--- src/rtl/bus_pkg.sv ---
// Shared definitions for the bus generator/arbiter.
//   ID_W      : width of the destination ID field (top byte of every packet)
//   BROADCAST : destination ID that delivers to every device except the source
//   bus_state_e : per-bus FSM state (IDLE waits for a pending device,
//                 DELIVER is the single pop cycle before the push)
package bus_pkg;

    localparam int              ID_W      = 8;
    localparam logic [ID_W-1:0] BROADCAST = 8'hFF;

    typedef enum logic {
        IDLE    = 1'b0,
        DELIVER = 1'b1
    } bus_state_e;

endpackage : bus_pkg

--- src/rtl/bus_channel.sv ---
// One bus: round-robin arbiter, two-state FSM and destination decode.
//   clk      : rising-edge clock
//   reset    : asynchronous, active-low reset
//   pndng_i  : per-device FIFO non-empty
//   d_pop_i  : per-device FIFO head word
//   pop_o    : one-cycle pop strobe to the granted device (registered)
//   push_o   : one-cycle push strobe to the destination device(s) (registered)
//   d_push_o : delivered word, replicated on every device slot
//   state_o  : current FSM state, exported for observation
//
// Handshake: pndng_i acts as valid and pop_o as the ready/accept strobe. A
// device seen pending at edge N gets pop_o during cycle N+1 and its head word
// is sampled at the end of that cycle; push_o/d_push_o are high in cycle N+2.
module bus_channel
    import bus_pkg::*;
#(
    parameter int              drvrs     = 4,
    parameter int              pckg_sz   = 16,
    parameter logic [ID_W-1:0] broadcast = BROADCAST
) (
    input  logic                             clk,
    input  logic                             reset,
    input  logic [drvrs-1:0]                 pndng_i,
    input  logic [drvrs-1:0][pckg_sz-1:0]    d_pop_i,
    output logic [drvrs-1:0]                 pop_o,
    output logic [drvrs-1:0]                 push_o,
    output logic [drvrs-1:0][pckg_sz-1:0]    d_push_o,
    output bus_state_e                       state_o
);

    localparam int IDX_W = (drvrs > 1) ? $clog2(drvrs) : 1;

    bus_state_e         state_q, state_d;
    logic [IDX_W-1:0]   rr_q, rr_d;       // last granted device
    logic [IDX_W-1:0]   src_q, src_d;     // device being popped this cycle
    logic [drvrs-1:0]   pop_q, pop_d;
    logic [drvrs-1:0]   push_q, push_d;
    logic [pckg_sz-1:0] word_q, word_d;   // last delivered word

    logic               found;
    logic [IDX_W-1:0]   grant;
    logic [IDX_W-1:0]   cand;
    logic [pckg_sz-1:0] head;
    logic [ID_W-1:0]    dest;

    // Round-robin search: scan starting one past the last winner, wrapping.
    always_comb begin
        found = 1'b0;
        grant = '0;
        cand  = '0;
        for (int k = 0; k < drvrs; k++) begin
            cand = IDX_W'((int'(rr_q) + 1 + k) % drvrs);
            if (!found && pndng_i[cand]) begin
                found = 1'b1;
                grant = cand;
            end
        end
    end

    // The head of the popped device is taken during the pop cycle itself,
    // so a pndng drop after the grant does not cancel the transfer.
    assign head = d_pop_i[src_q];
    assign dest = head[pckg_sz-1 -: ID_W];

    always_comb begin
        state_d = state_q;
        rr_d    = rr_q;
        src_d   = src_q;
        pop_d   = '0;
        push_d  = '0;
        word_d  = word_q;
        case (state_q)
            IDLE: begin
                if (found) begin
                    pop_d[grant] = 1'b1;
                    src_d        = grant;
                    rr_d         = grant;
                    state_d      = DELIVER;
                end
            end
            DELIVER: begin
                word_d = head;
                // An ID that is neither a device index nor broadcast matches
                // no slot, which drops the packet.
                for (int i = 0; i < drvrs; i++) begin
                    push_d[i] = (dest == ID_W'(i)) ||
                                ((dest == broadcast) && (src_q != IDX_W'(i)));
                end
                state_d = IDLE;
            end
            default: state_d = IDLE;
        endcase
    end

    always_ff @(posedge clk or negedge reset) begin
        if (!reset) begin
            state_q <= IDLE;
            rr_q    <= IDX_W'(drvrs - 1);
            src_q   <= '0;
            pop_q   <= '0;
            push_q  <= '0;
            word_q  <= '0;
        end else begin
            state_q <= state_d;
            rr_q    <= rr_d;
            src_q   <= src_d;
            pop_q   <= pop_d;
            push_q  <= push_d;
            word_q  <= word_d;
        end
    end

    assign pop_o   = pop_q;
    assign push_o  = push_q;
    assign state_o = state_q;

    for (genvar i = 0; i < drvrs; i++) begin : g_dpush
        assign d_push_o[i] = word_q;
    end

endmodule : bus_channel

--- src/rtl/bus_generator_arbiter.sv ---
// Shared-bus generator and arbiter: bits independent buses, each joining
// drvrs devices. Every bus round-robin pops one pending device and pushes the
// packet to the device(s) named by its top byte.
//   clk       : rising-edge clock
//   reset     : asynchronous, active-low reset
//   pndng     : [bits][drvrs] device FIFO non-empty
//   D_pop     : [bits][drvrs][pckg_sz] device FIFO head words
//   pop       : [bits][drvrs] one-cycle pop strobes
//   push      : [bits][drvrs] one-cycle push strobes
//   D_push    : [bits][drvrs][pckg_sz] delivered word per bus
//   state_dbg : [bits] 1 while the bus FSM is in DELIVER
module bus_generator_arbiter
    import bus_pkg::*;
#(
    parameter int              bits      = 1,
    parameter int              drvrs     = 4,
    parameter int              pckg_sz   = 16,
    parameter logic [ID_W-1:0] broadcast = BROADCAST
) (
    input  logic                                     clk,
    input  logic                                     reset,
    input  logic [bits-1:0][drvrs-1:0]               pndng,
    input  logic [bits-1:0][drvrs-1:0][pckg_sz-1:0]  D_pop,
    output logic [bits-1:0][drvrs-1:0]               pop,
    output logic [bits-1:0][drvrs-1:0]               push,
    output logic [bits-1:0][drvrs-1:0][pckg_sz-1:0]  D_push,
    output logic [bits-1:0]                          state_dbg
);

    for (genvar b = 0; b < bits; b++) begin : g_bus
        bus_state_e ch_state;

        bus_channel #(
            .drvrs     (drvrs),
            .pckg_sz   (pckg_sz),
            .broadcast (broadcast)
        ) u_channel (
            .clk      (clk),
            .reset    (reset),
            .pndng_i  (pndng[b]),
            .d_pop_i  (D_pop[b]),
            .pop_o    (pop[b]),
            .push_o   (push[b]),
            .d_push_o (D_push[b]),
            .state_o  (ch_state)
        );

        assign state_dbg[b] = (ch_state == DELIVER);
    end

endmodule : bus_generator_arbiter

--- config.mk ---
export PLATFORM = sky130hd
export DESIGN_NAME = bus_generator_arbiter
export DESIGN_NICKNAME = d
export VERILOG_FILES = /design/src/rtl/bus_pkg.sv /design/src/rtl/bus_channel.sv /design/src/rtl/bus_generator_arbiter.sv
export SDC_FILE = /design/constraint.sdc
export NUM_CORES = 1
export LEC_CHECK = 0
export CAP_MARGIN = 5
export CORE_AREA = 2 2 79 81
export DETAILED_ROUTE_END_ITERATION = 6
export DIE_AREA = 0 0 81 83
export PLACE_DENSITY = 0.79
export SLEW_MARGIN = 10
export SYNTH_ARGS = -nofsm -noshare
export SYNTH_HDL_FRONTEND = slang
export SYNTH_HIERARCHICAL = 1
export SYNTH_SLANG_ARGS = --single-unit
export TNS_END_PERCENT = 30
--- constraint.sdc ---
create_clock -name clk -period 2.2 [get_ports clk]
set_input_delay 0.44 -clock clk [delete_from_list [all_inputs] [get_ports clk]]
set_output_delay 0.44 -clock clk [all_outputs]
set_load 0.02 [all_outputs]
Word-level counts from Yosys, hierarchy flattened --
Index checks and enable logic that the tools add are counted. W data, S select, Z words.
Storage, ports and cells: flip-flop bits (word level) 29, input bits 70
Operators by class: add/subtract/negate cells 4, $lt $le $gt $ge 7, eq/ne operators 7, mux-type cells 25, bitwise gates (word level) 1, reduce and logical (&&, ||, !) cells 18
Operators by type and width (count):
- $bmux W16 S2 | 1
- $lt A2 B3 Y1 const B | 6
- $eq A8 B2 Y1 const B | 2
- $mux W16 | 1
- $mux W4 | 3
- $mux W1 | 10
- $bmux W1 S2 | 4
- $eq A8 B1 Y1 const B | 1
- $eq A8 B8 Y1 const B | 1
- $logic_and A1 B1 Y1 | 8
- $logic_not A8 Y1 | 1
- $mux W2 | 4
- $add A2 B1 Y2 const B | 2
- $add A2 B2 Y2 const B | 2
- $logic_or A1 B1 Y1 | 4
- $ne A2 B2 Y1 const B | 2
- $logic_not A1 Y1 | 3
- $demux W1 S2 | 1
- $ge A2 B1 Y1 const B | 1
- $ne A2 B1 Y1 const B | 1
- $pmux W1 S2 | 1
- $reduce_and A2 Y1 | 1
- $reduce_bool A2 Y1 | 1
- $not A1 Y1 | 1

Longest topological paths before layout --
depth after elaboration 19, mapped depth 5, mapped depth without buffers 4

Least setup slack after synthesis --
Ideal clock, no wire load.
path type register to register, start register g_bus[0].u_channel.src_q[0], end register g_bus[0].u_channel.push_q[1], setup time 0.101 ns, arrival time 1.644 ns, path slack 0.455 ns, cell stages (with the launch flop) 6, path buffers 1, path through dfrtp_1 -> buf_6 -> mux4_1 -> nor4b_2 -> nand2_1 -> o32ai_1
Between the ends: longest elaborated chain between the ends 6, elaborated cells on any way between the ends 8, classes of those cells eq/ne: 3; mux: 3; reduce/logical: 2
RTL lines:
- start, declared | RTL line bus_channel.sv:35 | logic [IDX_W-1:0] src_q, src_d;
- start signal, assigned | RTL line bus_channel.sv:106 | src_q <= src_d;
- $bmux W16 S2 | RTL line bus_channel.sv:62 | assign head = d_pop_i[src_q];
- $mux W16 (implied by the code) | RTL line bus_channel.sv:62
- $eq A8 B8 Y1 | RTL line bus_channel.sv:87 | ((dest == broadcast) && (src_q != IDX_W'(i)));
- $logic_and A1 B1 Y1 | RTL line bus_channel.sv:87
- $logic_or A1 B1 Y1 * | RTL line bus_channel.sv:86 | push_d[i] = (dest == ID_W'(i)) ||
- $mux W4 * | RTL line bus_channel.sv:72 | case (state_q)
- net g_bus[0].u_channel.push_d[1] | RTL line bus_channel.sv:37 | logic [drvrs-1:0] push_q, push_d;
- end signal, assigned | RTL line bus_channel.sv:108 | push_q <= push_d;
- end, declared | RTL line bus_channel.sv:37
Mark *: on every way through the listed nets, which the timed path passes. The rest lies on a longest branch. The select of a mux whose other input is x is not followed. A chain may end at the register's enable or synchronous reset.

Final worst setup path --
start register g_bus[0].u_channel.src_q[0], end register g_bus[0].u_channel.push_q[3]
Same word-level chain as after synthesis.

==> results.sh <==
export IMPL_yosysUniqueCellTypes=34
export IMPL_hold_buffers=0
export IMPL_layout_drive_gt1_share=0.171
export IMPL_synthTopCellsByCount="buf_4 (48), dfrtp_1 (27), mux2_2 (16)"
export IMPL_wl_per_cell_um=16.0
export IMPL_max_freq_ghz=0.502
export IMPL_worst_setup_path_type="flop to flop"
export IMPL_yosys_most_used_dff="dfrtp_1"
export IMPL_grt_max_degree=30
export IMPL_hold_violations=0
export IMPL_cp_startpoint="g_bus[0].u_channel/src_q[0]"
export IMPL_final_cells=344
export IMPL_reg2reg_slack_ns=0.21
export IMPL_tns_ns=0
export IMPL_post_route_period_util=0.906
export IMPL_yosysTopAreaCell="dfrtp_1"
export IMPL_cts_buffer_depth=2
export IMPL_async_reset_ff_frac=1.00
export IMPL_rr_worst_depth=5
export IMPL_cap_violations=0
export IMPL_p_per_area_nw_per_um2=1440
export IMPL_cts_setup_buffers=0
export IMPL_cts_made_buffers=5
export IMPL_post_cts_resized=0
export IMPL_grt_pass1_wl_mm=8.59
export IMPL_dp_hpwl_mm=4.57
export IMPL_crit_chain="buf_12 -> mux4_1 -> nor3_1 -> nand2_1 -> o32ai_1"
export IMPL_core_um2=5820
export IMPL_h_tree_depth=2
export IMPL_clock_sinks=29
export IMPL_crit_arrival_ns=2.16
export IMPL_drtAntennaViolNets=0
export IMPL_slowest_delay_ns=0.59
export IMPL_num_rows=28
export IMPL_start_util=0.342
export IMPL_globalplace_congestion=0.849
export IMPL_fin_nets=338
export IMPL_vdd_drop_max_mv=0.644
export IMPL_synth_cells=164
export IMPL_fin_util=0.563
export IMPL_viasPerCell=4.79
export IMPL_numPortBuffers=142
export IMPL_routed_wl_mm=5.50
export IMPL_synth_area_leaders="dfrtp_1 (34%), buf_4 (18%), mux4_1 (11%)"
export IMPL_fillers=543
export IMPL_run_status="completed"
export IMPL_grt_antenna_before_repair=0
export IMPL_io_pins=143
export IMPL_synth_edf_count=0
export IMPL_grt_usage=0.166
export IMPL_clk_latency_ns=0.28
export IMPL_start_kind="flop"
export IMPL_p_leak_nw=1.30
export IMPL_report_power_total_mw=4.72
export IMPL_dpl_instance_area_um2=3190
export IMPL_maxSlewViolCount=0
export IMPL_syn_nets=234
export IMPL_syn_area_per_cell_um2=12.1
export IMPL_ys_seq_area_frac=0.366
export IMPL_grt_pass1_vias=1757
export IMPL_syn_cell_area_um2=1990
export IMPL_rsz0062_at_grt="no"
export IMPL_die_x_um=81
export IMPL_post_route_drc_count=0
export IMPL_worst_clock_skew_ns=0.00671
export IMPL_path_buf_inv=1
export IMPL_cts_clk_slew_worst_paths_ns=0.07
export IMPL_finalSetupViolCount=0
export IMPL_r2r_end="g_bus[0].u_channel/push_o[3]"
export IMPL_worst_setup_path_end_kind="flop"
export IMPL_critPathTopFamily="multiplexers"
export IMPL_hold_class="input port to asynchronous set/reset pin"
export IMPL_area_growth_pct=64.8
export IMPL_cpMaxStageDelayCell="mux4_1"
export IMPL_die_h_um=83
export IMPL_overflow=0
export IMPL_cp_required_ns=2.37
export IMPL_root_buffer="clkbuf_8"
export IMPL_diodes=0
export IMPL_slew_headroom=0.684
export IMPL_first_iter_violations=36
export IMPL_design_area_um2=3280
export IMPL_die_area_um2=6720
export IMPL_worst_pin_slew_ns=0.474
export IMPL_ys_warn_count=6
export IMPL_synth_top_area_frac=0.340
export IMPL_period_needed_ns=1.99
export IMPL_yosys_cell_count_top_type="buf_4"
export IMPL_post_place_cells=336
export IMPL_reg2reg_from="g_bus[0].u_channel/src_q[0]"
export IMPL_dr_total_vias=1649
export IMPL_ys_ff_latch=29
export IMPL_crit_fanout=8
export IMPL_cts_tree="yes"
export IMPL_drt_pass1_iter_count=4
-- worst reg2reg max path, stage by stage (launching register included) --
cell,delay [ns]
dfrtp_1,0.45
buf_12,0.16
mux4_1,0.59
nor3_1,0.39
nand2_1,0.15
o32ai_1,0.14
-- report_power, final --
group / total (mW) / switching [mW] / leakage, nW / internal [mW]
Clock: 0.423 / 0.205 / 0.0439 / 0.218
Sequential: 1.04 / 0.274 / 0.353 / 0.766
Combinational: 3.26 / 1.51 / 0.902 / 1.75
Total: 4.72 / 1.99 / 1.30 / 2.73
-- stage by stage --
step	setup slack (ns)	hold slack [ns]
6_report	0.208	0.547
5_1_grt	0.117	0.587
4_1_cts	0.216	0.556
3_5_place_dp	0.0190	0.556
3_3_place_gp	0.0754	0.552
2_1_floorplan	0.455	0.144
-- worst max-delay path by stage --
stage                                   endpoint  slack (ns)  cells after the start
floorplan           g_bus[0].u_channel/push_o[1]        0.46                      5
global placement    g_bus[0].u_channel/push_o[1]        0.08                      5
detailed placement  g_bus[0].u_channel/push_o[3]        0.02                      5
CTS                 g_bus[0].u_channel/push_o[3]        0.22                      5
global route        g_bus[0].u_channel/push_o[3]        0.12                      5
finish              g_bus[0].u_channel/push_o[3]        0.21                      5
-- area by class of cell --
class	count	area, um^2	share of cell area
Timing Repair Buffer	151	1500	0.458
Inverter	4	15.0	0.00458
Multi-Input combinational cell	77	852	0.260
Clock inverter	3	17.5	0.00535
Sequential cell	29	728	0.222
Tap cell	75	93.8	0.0286
Clock buffer	5	68.8	0.0210
-- sequential cells by signal, summed over array words and instances (netlist names) --
register,flops
g_bus.u_channel/word_q,16
g_bus.u_channel/pop_o,4
g_bus.u_channel/push_o,4
g_bus.u_channel/rr_q,2
g_bus.u_channel/src_q,2
g_bus.u_channel/state_o,1
-- cell families (layout without fill, tap and decap cells) --
group | Yosys count | in the layout | share of synthesized area
flops | 29 | 29 | 0.366
simple gates | 26 | 26 | 0.0743
mux | 33 | 33 | 0.292
compound gates | 18 | 18 | 0.0623
buf+inv | 58 | 163 | 0.205
-- layout by cell type (no fill, tap or decap) --
cell type        synthesis  final
a221oi_1                 1      1
buf_4                   48      8
inv_1                    4      4
or3b_2                   1      1
o32ai_1                  2      2
and2_1                   1      1
clkbuf_8                 0      5
dfstp_2                  2      2
a21o_1                   1      1
nor2_1                   7      7
dfrtp_1                 27     27
nor4b_2                  1      1
mux4_1                   8      8
clkinv_2                 0      2
nor2b_1                  2      2
or3_4                    1      1
clkdlybuf4s50_1          0    142
nand2_1                  6      6
mux2i_1                  1      1
or2b_1                   1      1
clkinvlp_4               0      1
a311o_1                  1      1
nand3_1                  1      1
o21ai_0                  8      8
nand4_1                  1      1
nor4_1                   1      1
nand4b_1                 1      1
o21a_1                   2      2
buf_12                   0      1
nor3_1                   1      1
nand2b_1                 1      1
o31ai_1                  2      2
mux2_2                  16     16
mux4_2                   8      8
a221o_1                  1      1
-- routing by layer --
layer  vias up  share of wire  track usage
met5         -              0            0
met1       806           0.35        0.172
met2        70           0.55        0.314
met4         0          0.014       0.0385
li1        764              -            -
met3         9          0.087       0.0565
Note: power is estimated with default switching activity, not from simulation.
